`src/rtl/router_pkg.sv`:
```
// router_pkg: shared constants for the 5-port mesh router slice.
// Port indices, flit field offsets, channel width and RR step helpers.
package router_pkg;

    localparam int NUM_PORTS = 5;

    localparam int LOCAL = 0;
    localparam int EAST  = 1;
    localparam int WEST  = 2;
    localparam int NORTH = 3;
    localparam int SOUTH = 4;

    localparam int VALID    = 0;
    localparam int HEAD     = 1;
    localparam int TAIL     = 2;
    localparam int DATA_LSB = 3;

    typedef logic [2:0] port_idx_t;

    function automatic int channel_width(input int data_width);
        return DATA_LSB + data_width;
    endfunction

    function automatic port_idx_t next_port(input port_idx_t p);
        return (p == port_idx_t'(NUM_PORTS - 1)) ? '0 : p + 3'd1;
    endfunction

endpackage

```
`src/rtl/router_input_buffer.sv`:
```
// router_input_buffer: circular input FIFO for one router port.
// Ports: wr_en/wr_data push, rd_en pop, rd_data front, empty, overflow, credit pulse.
module router_input_buffer
    import router_pkg::*;
#(
    parameter int WIDTH = 33,
    parameter int DEPTH = 4
) (
    input  logic             clk,
    input  logic             reset,
    input  logic             wr_en,
    input  logic [WIDTH-1:0] wr_data,
    input  logic             rd_en,
    output logic [WIDTH-1:0] rd_data,
    output logic             empty,
    output logic             overflow,
    output logic             credit
);

    localparam int PW = $clog2(DEPTH);
    localparam logic [PW:0] ONE = (PW + 1)'(1);

    logic [WIDTH-1:0] mem [DEPTH];
    logic [PW:0]      wr_ptr;
    logic [PW:0]      rd_ptr;
    logic             full;
    logic             do_wr;
    logic             do_rd;

    // Extra pointer bit tells full from empty when the indices match.
    assign empty    = wr_ptr == rd_ptr;
    assign full     = (wr_ptr[PW] != rd_ptr[PW]) &&
                      (wr_ptr[PW-1:0] == rd_ptr[PW-1:0]);
    assign do_wr    = wr_en && !full;
    assign do_rd    = rd_en && !empty;
    assign overflow = wr_en && full;
    assign credit   = do_rd;
    assign rd_data  = mem[rd_ptr[PW-1:0]];

    always_ff @(posedge clk or negedge reset) begin
        if (!reset) begin
            wr_ptr <= '0;
            rd_ptr <= '0;
        end else begin
            if (do_wr) wr_ptr <= wr_ptr + ONE;
            if (do_rd) rd_ptr <= rd_ptr + ONE;
        end
    end

    always_ff @(posedge clk) begin
        if (do_wr) mem[wr_ptr[PW-1:0]] <= wr_data;
    end

endmodule

```
`src/rtl/router_slice_buffered.sv`:
```
// router_slice_buffered: 5-port XY wormhole router, input FIFOs, credits, RR arbiters.
// Ports: router_address, channel_in_ip/flow_ctrl_out_ip per input, channel_out_op/flow_ctrl_in_op per output, error.
module router_slice_buffered
    import router_pkg::*;
#(
    parameter int ADDR_WIDTH      = 4,
    parameter int FLIT_DATA_WIDTH = 31,
    parameter int BUF_DEPTH       = 4
) (
    input  logic                  clk,
    input  logic                  reset,
    input  logic [ADDR_WIDTH-1:0] router_address,
    input  logic [NUM_PORTS*channel_width(FLIT_DATA_WIDTH)-1:0] channel_in_ip,
    input  logic [NUM_PORTS-1:0]  flow_ctrl_in_op,
    output logic                  error,
    output logic [NUM_PORTS*channel_width(FLIT_DATA_WIDTH)-1:0] channel_out_op,
    output logic [NUM_PORTS-1:0]  flow_ctrl_out_ip
);

    localparam int CW  = channel_width(FLIT_DATA_WIDTH);
    localparam int SW  = CW - 1;
    localparam int HW  = ADDR_WIDTH / 2;
    localparam int CRW = $clog2(BUF_DEPTH + 1);
    localparam logic [CRW-1:0] CRED_MAX = CRW'(BUF_DEPTH);
    localparam logic [CRW-1:0] CRED_ONE = CRW'(1);
    // FIFOs store flits without the valid bit: fields sit one lower.
    localparam int S_HEAD = HEAD - 1;
    localparam int S_TAIL = TAIL - 1;
    localparam int S_DEST = DATA_LSB - 1;

    logic [SW-1:0]        front [NUM_PORTS];
    logic [NUM_PORTS-1:0] empty;
    logic [NUM_PORTS-1:0] overflow;
    logic [NUM_PORTS-1:0] rd_en;

    logic [NUM_PORTS-1:0] lock_vld;
    port_idx_t            lock_src [NUM_PORTS];
    port_idx_t            rr_ptr   [NUM_PORTS];
    logic [CRW-1:0]       credit   [NUM_PORTS];
    logic [CW-1:0]        out_q    [NUM_PORTS];

    port_idx_t            route    [NUM_PORTS];
    logic [NUM_PORTS-1:0] is_head;
    logic [NUM_PORTS-1:0] is_tail;
    logic [NUM_PORTS-1:0] in_locked;
    logic [NUM_PORTS-1:0] orphan;
    logic [NUM_PORTS-1:0] uturn;
    logic [NUM_PORTS-1:0] send;
    logic [NUM_PORTS-1:0] cred_ovf;
    port_idx_t            send_src [NUM_PORTS];
    port_idx_t            idx;

    function automatic port_idx_t xy_route(
        input logic [ADDR_WIDTH-1:0] dst,
        input logic [ADDR_WIDTH-1:0] here
    );
        logic [HW-1:0] dx, dy, cx, cy;
        dx = dst[ADDR_WIDTH-1:HW];
        dy = dst[HW-1:0];
        cx = here[ADDR_WIDTH-1:HW];
        cy = here[HW-1:0];
        if (dx > cx) return port_idx_t'(EAST);
        if (dx < cx) return port_idx_t'(WEST);
        if (dy > cy) return port_idx_t'(NORTH);
        if (dy < cy) return port_idx_t'(SOUTH);
        return port_idx_t'(LOCAL);
    endfunction

    for (genvar p = 0; p < NUM_PORTS; p++) begin : g_port
        router_input_buffer #(
            .WIDTH (SW),
            .DEPTH (BUF_DEPTH)
        ) u_buf (
            .clk      (clk),
            .reset    (reset),
            .wr_en    (channel_in_ip[p*CW+VALID]),
            .wr_data  (channel_in_ip[p*CW+HEAD +: SW]),
            .rd_en    (rd_en[p]),
            .rd_data  (front[p]),
            .empty    (empty[p]),
            .overflow (overflow[p]),
            .credit   (flow_ctrl_out_ip[p])
        );
        assign channel_out_op[p*CW +: CW] = out_q[p];
    end

    always_comb begin
        in_locked = '0;
        for (int o = 0; o < NUM_PORTS; o++) begin
            if (lock_vld[o]) in_locked[lock_src[o]] = 1'b1;
        end

        for (int i = 0; i < NUM_PORTS; i++) begin
            is_head[i] = front[i][S_HEAD];
            is_tail[i] = front[i][S_TAIL];
            route[i]   = xy_route(front[i][S_DEST +: ADDR_WIDTH],
                                  router_address);
            // A body flit with no owning output cannot go anywhere.
            orphan[i]  = !empty[i] && !is_head[i] && !in_locked[i];
            uturn[i]   = !empty[i] && is_head[i] && !in_locked[i] &&
                         (i != LOCAL) && (route[i] == port_idx_t'(i));
        end

        idx = '0;
        for (int o = 0; o < NUM_PORTS; o++) begin
            send[o]     = 1'b0;
            send_src[o] = '0;
            if (lock_vld[o]) begin
                // Locked outputs wait on their owner; no bubble-fill.
                send_src[o] = lock_src[o];
                send[o]     = !empty[lock_src[o]] && (credit[o] != '0);
            end else if (credit[o] != '0) begin
                for (int k = 0; k < NUM_PORTS; k++) begin
                    idx = port_idx_t'((int'(rr_ptr[o]) + k) % NUM_PORTS);
                    if (!send[o] && !empty[idx] && is_head[idx] &&
                        !in_locked[idx] &&
                        route[idx] == port_idx_t'(o)) begin
                        send[o]     = 1'b1;
                        send_src[o] = idx;
                    end
                end
            end
            cred_ovf[o] = flow_ctrl_in_op[o] && !send[o] &&
                          (credit[o] == CRED_MAX);
        end

        rd_en = orphan;
        for (int o = 0; o < NUM_PORTS; o++) begin
            if (send[o]) rd_en[send_src[o]] = 1'b1;
        end
    end

    always_ff @(posedge clk or negedge reset) begin
        if (!reset) begin
            for (int o = 0; o < NUM_PORTS; o++) begin
                lock_vld[o] <= 1'b0;
                lock_src[o] <= '0;
                rr_ptr[o]   <= '0;
                credit[o]   <= CRED_MAX;
                out_q[o]    <= '0;
            end
            error <= 1'b0;
        end else begin
            for (int o = 0; o < NUM_PORTS; o++) begin
                out_q[o] <= send[o] ? {front[send_src[o]], 1'b1} : '0;
                if (send[o]) begin
                    if (!lock_vld[o]) begin
                        rr_ptr[o] <= next_port(send_src[o]);
                        if (!is_tail[send_src[o]]) begin
                            lock_vld[o] <= 1'b1;
                            lock_src[o] <= send_src[o];
                        end
                    end else if (is_tail[send_src[o]]) begin
                        lock_vld[o] <= 1'b0;
                    end
                end
                unique case ({send[o], flow_ctrl_in_op[o]})
                    2'b10:   credit[o] <= credit[o] - CRED_ONE;
                    2'b01:   if (credit[o] != CRED_MAX)
                                 credit[o] <= credit[o] + CRED_ONE;
                    default: credit[o] <= credit[o];
                endcase
            end
            error <= error | (|overflow) | (|orphan) |
                     (|uturn) | (|cred_ovf);
        end
    end

endmodule
```
`config.mk`:
```
export PLATFORM = sky130hd
export DESIGN_NAME = router_slice_buffered
export DESIGN_NICKNAME = d
export VERILOG_FILES = /design/src/rtl/router_pkg.sv /design/src/rtl/router_input_buffer.sv /design/src/rtl/router_slice_buffered.sv
export SDC_FILE = /design/constraint.sdc
export NUM_CORES = 2
export LEC_CHECK = 0
export ABC_CLOCK_PERIOD_IN_PS = 12200
export CORE_UTILIZATION = 40
export CTS_BUF_LIST = sky130_fd_sc_hd__clkbuf_8
export CTS_CLUSTER_DIAMETER = 120
export DETAILED_ROUTE_END_ITERATION = 12
export MAX_ROUTING_LAYER = met4
export PLACE_DENSITY = 0.65
export SLEW_MARGIN = 40
export SYNTH_ARGS = -nofsm -noshare
export SYNTH_HDL_FRONTEND = slang
export SYNTH_SLANG_ARGS = --single-unit
```
`constraint.sdc`:
```
create_clock -name clk -period 12.2 [get_ports clk]
set_input_delay 1.83 -clock clk [delete_from_list [all_inputs] [get_ports clk]]
set_output_delay 1.83 -clock clk [all_outputs]
set_load 0.005 [all_outputs]
```
==> impl_metrics.json <==
{
  "synth_edf_count": 660,
  "path_clk_slew_ps": 70,
  "ys.flop_type": "edfxtp_1",
  "post-route-min-period_ps": 10810,
  "post_synth_fa_ha_maj_area_fraction_pct": 4.40,
  "clock_sinks": 911,
  "tightest_slew_ps": 919,
  "synth_common_cells": "edfxtp_1 (660), nand2_1 (468), mux2i_1 (309), nor2_1 (268), a21oi_1 (256)",
  "setup.worst_path.end": "flow_ctrl_out_ip[2]",
  "fmax_mhz": 92.5,
  "synth_cell_types": 123,
  "vias": 38053,
  "synthArstFlopShare_pct": 27.6,
  "rows": 130,
  "rr_startpoint": "rr_ptr[10]",
  "drive_above_1_share_pct": 13.7,
  "cts_root_buf": "clkbuf_8",
  "cts_tree": "yes",
  "core-area_mm2": 0.126,
  "max-clock-path-buffers": 3,
  "die_w_um": 358,
  "drt_iter0_drc": 4602,
  "outcome": "finished, final reports clean",
  "drt-pass1-iter-count": 6,
  "ys_seq_area_share_pct": 51.6,
  "grt_pass1_wl_um": 255000,
  "cp-start-kind": "flop",
  "ctsResizeCount": 0,
  "endpoint_kind": "primary output",
  "synth-xor-area-share_pct": 1.52,
  "start_util_pct": 40.3,
  "dpl_cell_area_mm2": 0.0560,
  "yosys.area.top_type_share_pct": 39.2,
  "wirelength_um": 178000,
  "setup-tns-final_ps": 0,
  "synth_compound_area_share_pct": 12.5,
  "syn_area_per_cell_um2": 11.9,
  "layout.nets": 4943,
  "final_antenna_net_count": 0,
  "ys_ff_latch": 911,
  "synthTopCellsByArea": "edfxtp_1 (39%), dfrtp_1 (12%), mux4_2 (7.4%), mux2i_1 (6.1%), ha_1 (4.1%)",
  "grt_pass1_vias": 36482,
  "drcViolationCount": 0,
  "antenna_found_initial": 23,
  "synthSimpleGateAreaFrac_pct": 11.7,
  "synth_nets": 4596,
  "hold_path_class": "flop to flop",
  "rrSetupSlack_ps": 3920,
  "max_cap_viol_count": 0,
  "holdBufCountCts": 0,
  "place_congestion": 1.01,
  "crit_fanout": 36,
  "register_area_mm2": 0.0261,
  "crit_arrival_ps": 8980,
  "die_h_um": 358,
  "grt_overflow": 0,
  "multi_input_area_mm2": 0.0231,
  "numCtsBuffers": 152,
  "yosysWarnings": 0,
  "muxShareOfSynthArea_pct": 15.1,
  "synthCells": 4242,
  "viasPerCell": 5.96,
  "syn_area_mm2": 0.0506,
  "clock_latency_ps": 870,
  "min_period_over_period_pct": 88.6,
  "yosysTopAreaCell": "edfxtp_1",
  "syn_to_final_growth_pct": 17.1,
  "finalHoldViolations": 0,
  "dp_hpwl_um": 128000,
  "post_drt_wl_per_cell_um": 27.8,
  "fin_area_mm2": 0.0592,
  "port_buffers": 356,
  "worst_r2r_path_depth": 25,
  "finalMaxSlewViolations": 0,
  "relSlewSlack_pct": 38.1,
  "io-pin-count": 357,
  "cp-startpoint": "rr_ptr[10]",
  "cts_setup_buffers": 0,
  "grt_max_degree": 108,
  "die-area_mm2": 0.128,
  "htree_levels": 4,
  "globalRouteTotalUtil_pct": 28.3,
  "setup_viol": 0,
  "fillers": 11300,
  "crit_type": "flop to primary output",
  "rr_endpoint": "lock_src[11]",
  "crit_required_ps": 10370,
  "synth_top_family_by_area": "multiplexers",
  "post-synth-top-count-cell": "edfxtp_1",
  "grt_setup_unrepaired": "no",
  "clock_skew_ps": 47.2
}
[kinds of logic (layout without fill, tap and decap cells)]
kind of cell             after synthesis  in the layout
XOR/XNOR                              85             85
AO/OA/AOI/OAI                        916            916
multiplexers                         547            547
AND/OR/NAND/NOR                     1212           1212
flip-flops                           911            911
adder cells (fa/ha/maj)              173            173
buffers and inverters                398            869
other                                  0             19
[routing by layer]
layer  GRT usage [%]  wire length [um]
met4            12.9              8920
met2            43.7             83100
met1            36.0             71000
met3            5.62             14500
met5               -                 0
[worst max-delay path, cell delays in order, from the launching register on]
cell	delay, ps
dfrtp_1	630
inv_1	320
ha_1	680
inv_1	130
ha_1	250
nor2_1	180
a211o_1	200
and2_1	200
inv_1	80
ha_1	200
nor2b_1	140
a2111oi_0	310
nand3b_4	260
mux2_2	400
mux4_2	470
o22ai_2	270
nor4b_2	290
o311ai_1	250
o221ai_4	220
buf_4	490
clkinv_2	800
nand4_1	320
nand4_1	380
clkdlybuf4s50_1	580
[area by class of cell]
class	count	share of cell area, %
diodes	19	0.0803
clock buffers	166	3.86
clock inverters	112	1.34
inverters	150	0.957
multi-input cells	2933	39.0
flip-flops and latches	911	44.1
well taps	1650	3.49
repair buffers	441	7.20
[worst min-delay path by stage]
stage                                          from                         to  cells after the start
after global placement    g_port[3].u_buf.wr_ptr[2]  g_port[3].u_buf.wr_ptr[2]                      1
after global routing      g_port[0].u_buf.rd_ptr[2]  g_port[0].u_buf.rd_ptr[2]                      1
final                     g_port[3].u_buf.wr_ptr[2]  g_port[3].u_buf.wr_ptr[2]                      1
after CTS                 g_port[3].u_buf.wr_ptr[2]  g_port[3].u_buf.wr_ptr[2]                      1
after detailed placement  g_port[1].u_buf.wr_ptr[2]  g_port[1].u_buf.wr_ptr[2]                      1
after floorplan           g_port[0].u_buf.wr_ptr[2]  g_port[0].u_buf.wr_ptr[2]                      1
[sequential cells by signal (all words and copies together), names as in the netlist]
name,count
channel_out_op,170
credit,15
error,1
g_port.u_buf.mem,660
g_port.u_buf.rd_ptr,15
g_port.u_buf.wr_ptr,15
lock_src,15
lock_vld,5
rr_ptr,15
[placed cells by master (no fill, tap or decap), types with 166 or more instances in the layout]
cell,instances
mux2i_1,309
o21ai_0,169
clkdlybuf4s50_1,355
nand2_1,467
a21oi_1,254
nor2_1,267
dfrtp_1,240
edfxtp_1,660
mux4_2,167
inv_1,187
clkbuf_8,166
[metrics by stage]
stage	hold WS [ps]	util (%)	std cells	setup WS (ps)
2_1_floorplan	460	-	4242	4350
5_1_grt	503	47.1	6376	780
6_report	485	47.2	6382	1390
4_1_cts	486	47.1	6361	1690
3_3_place_gp	473	44.6	6083	2290
3_5_place_dp	478	44.6	6083	2350
Power is not shown: default switching activity piles up to over one toggle a cycle in this logic, so the estimate is an artifact.
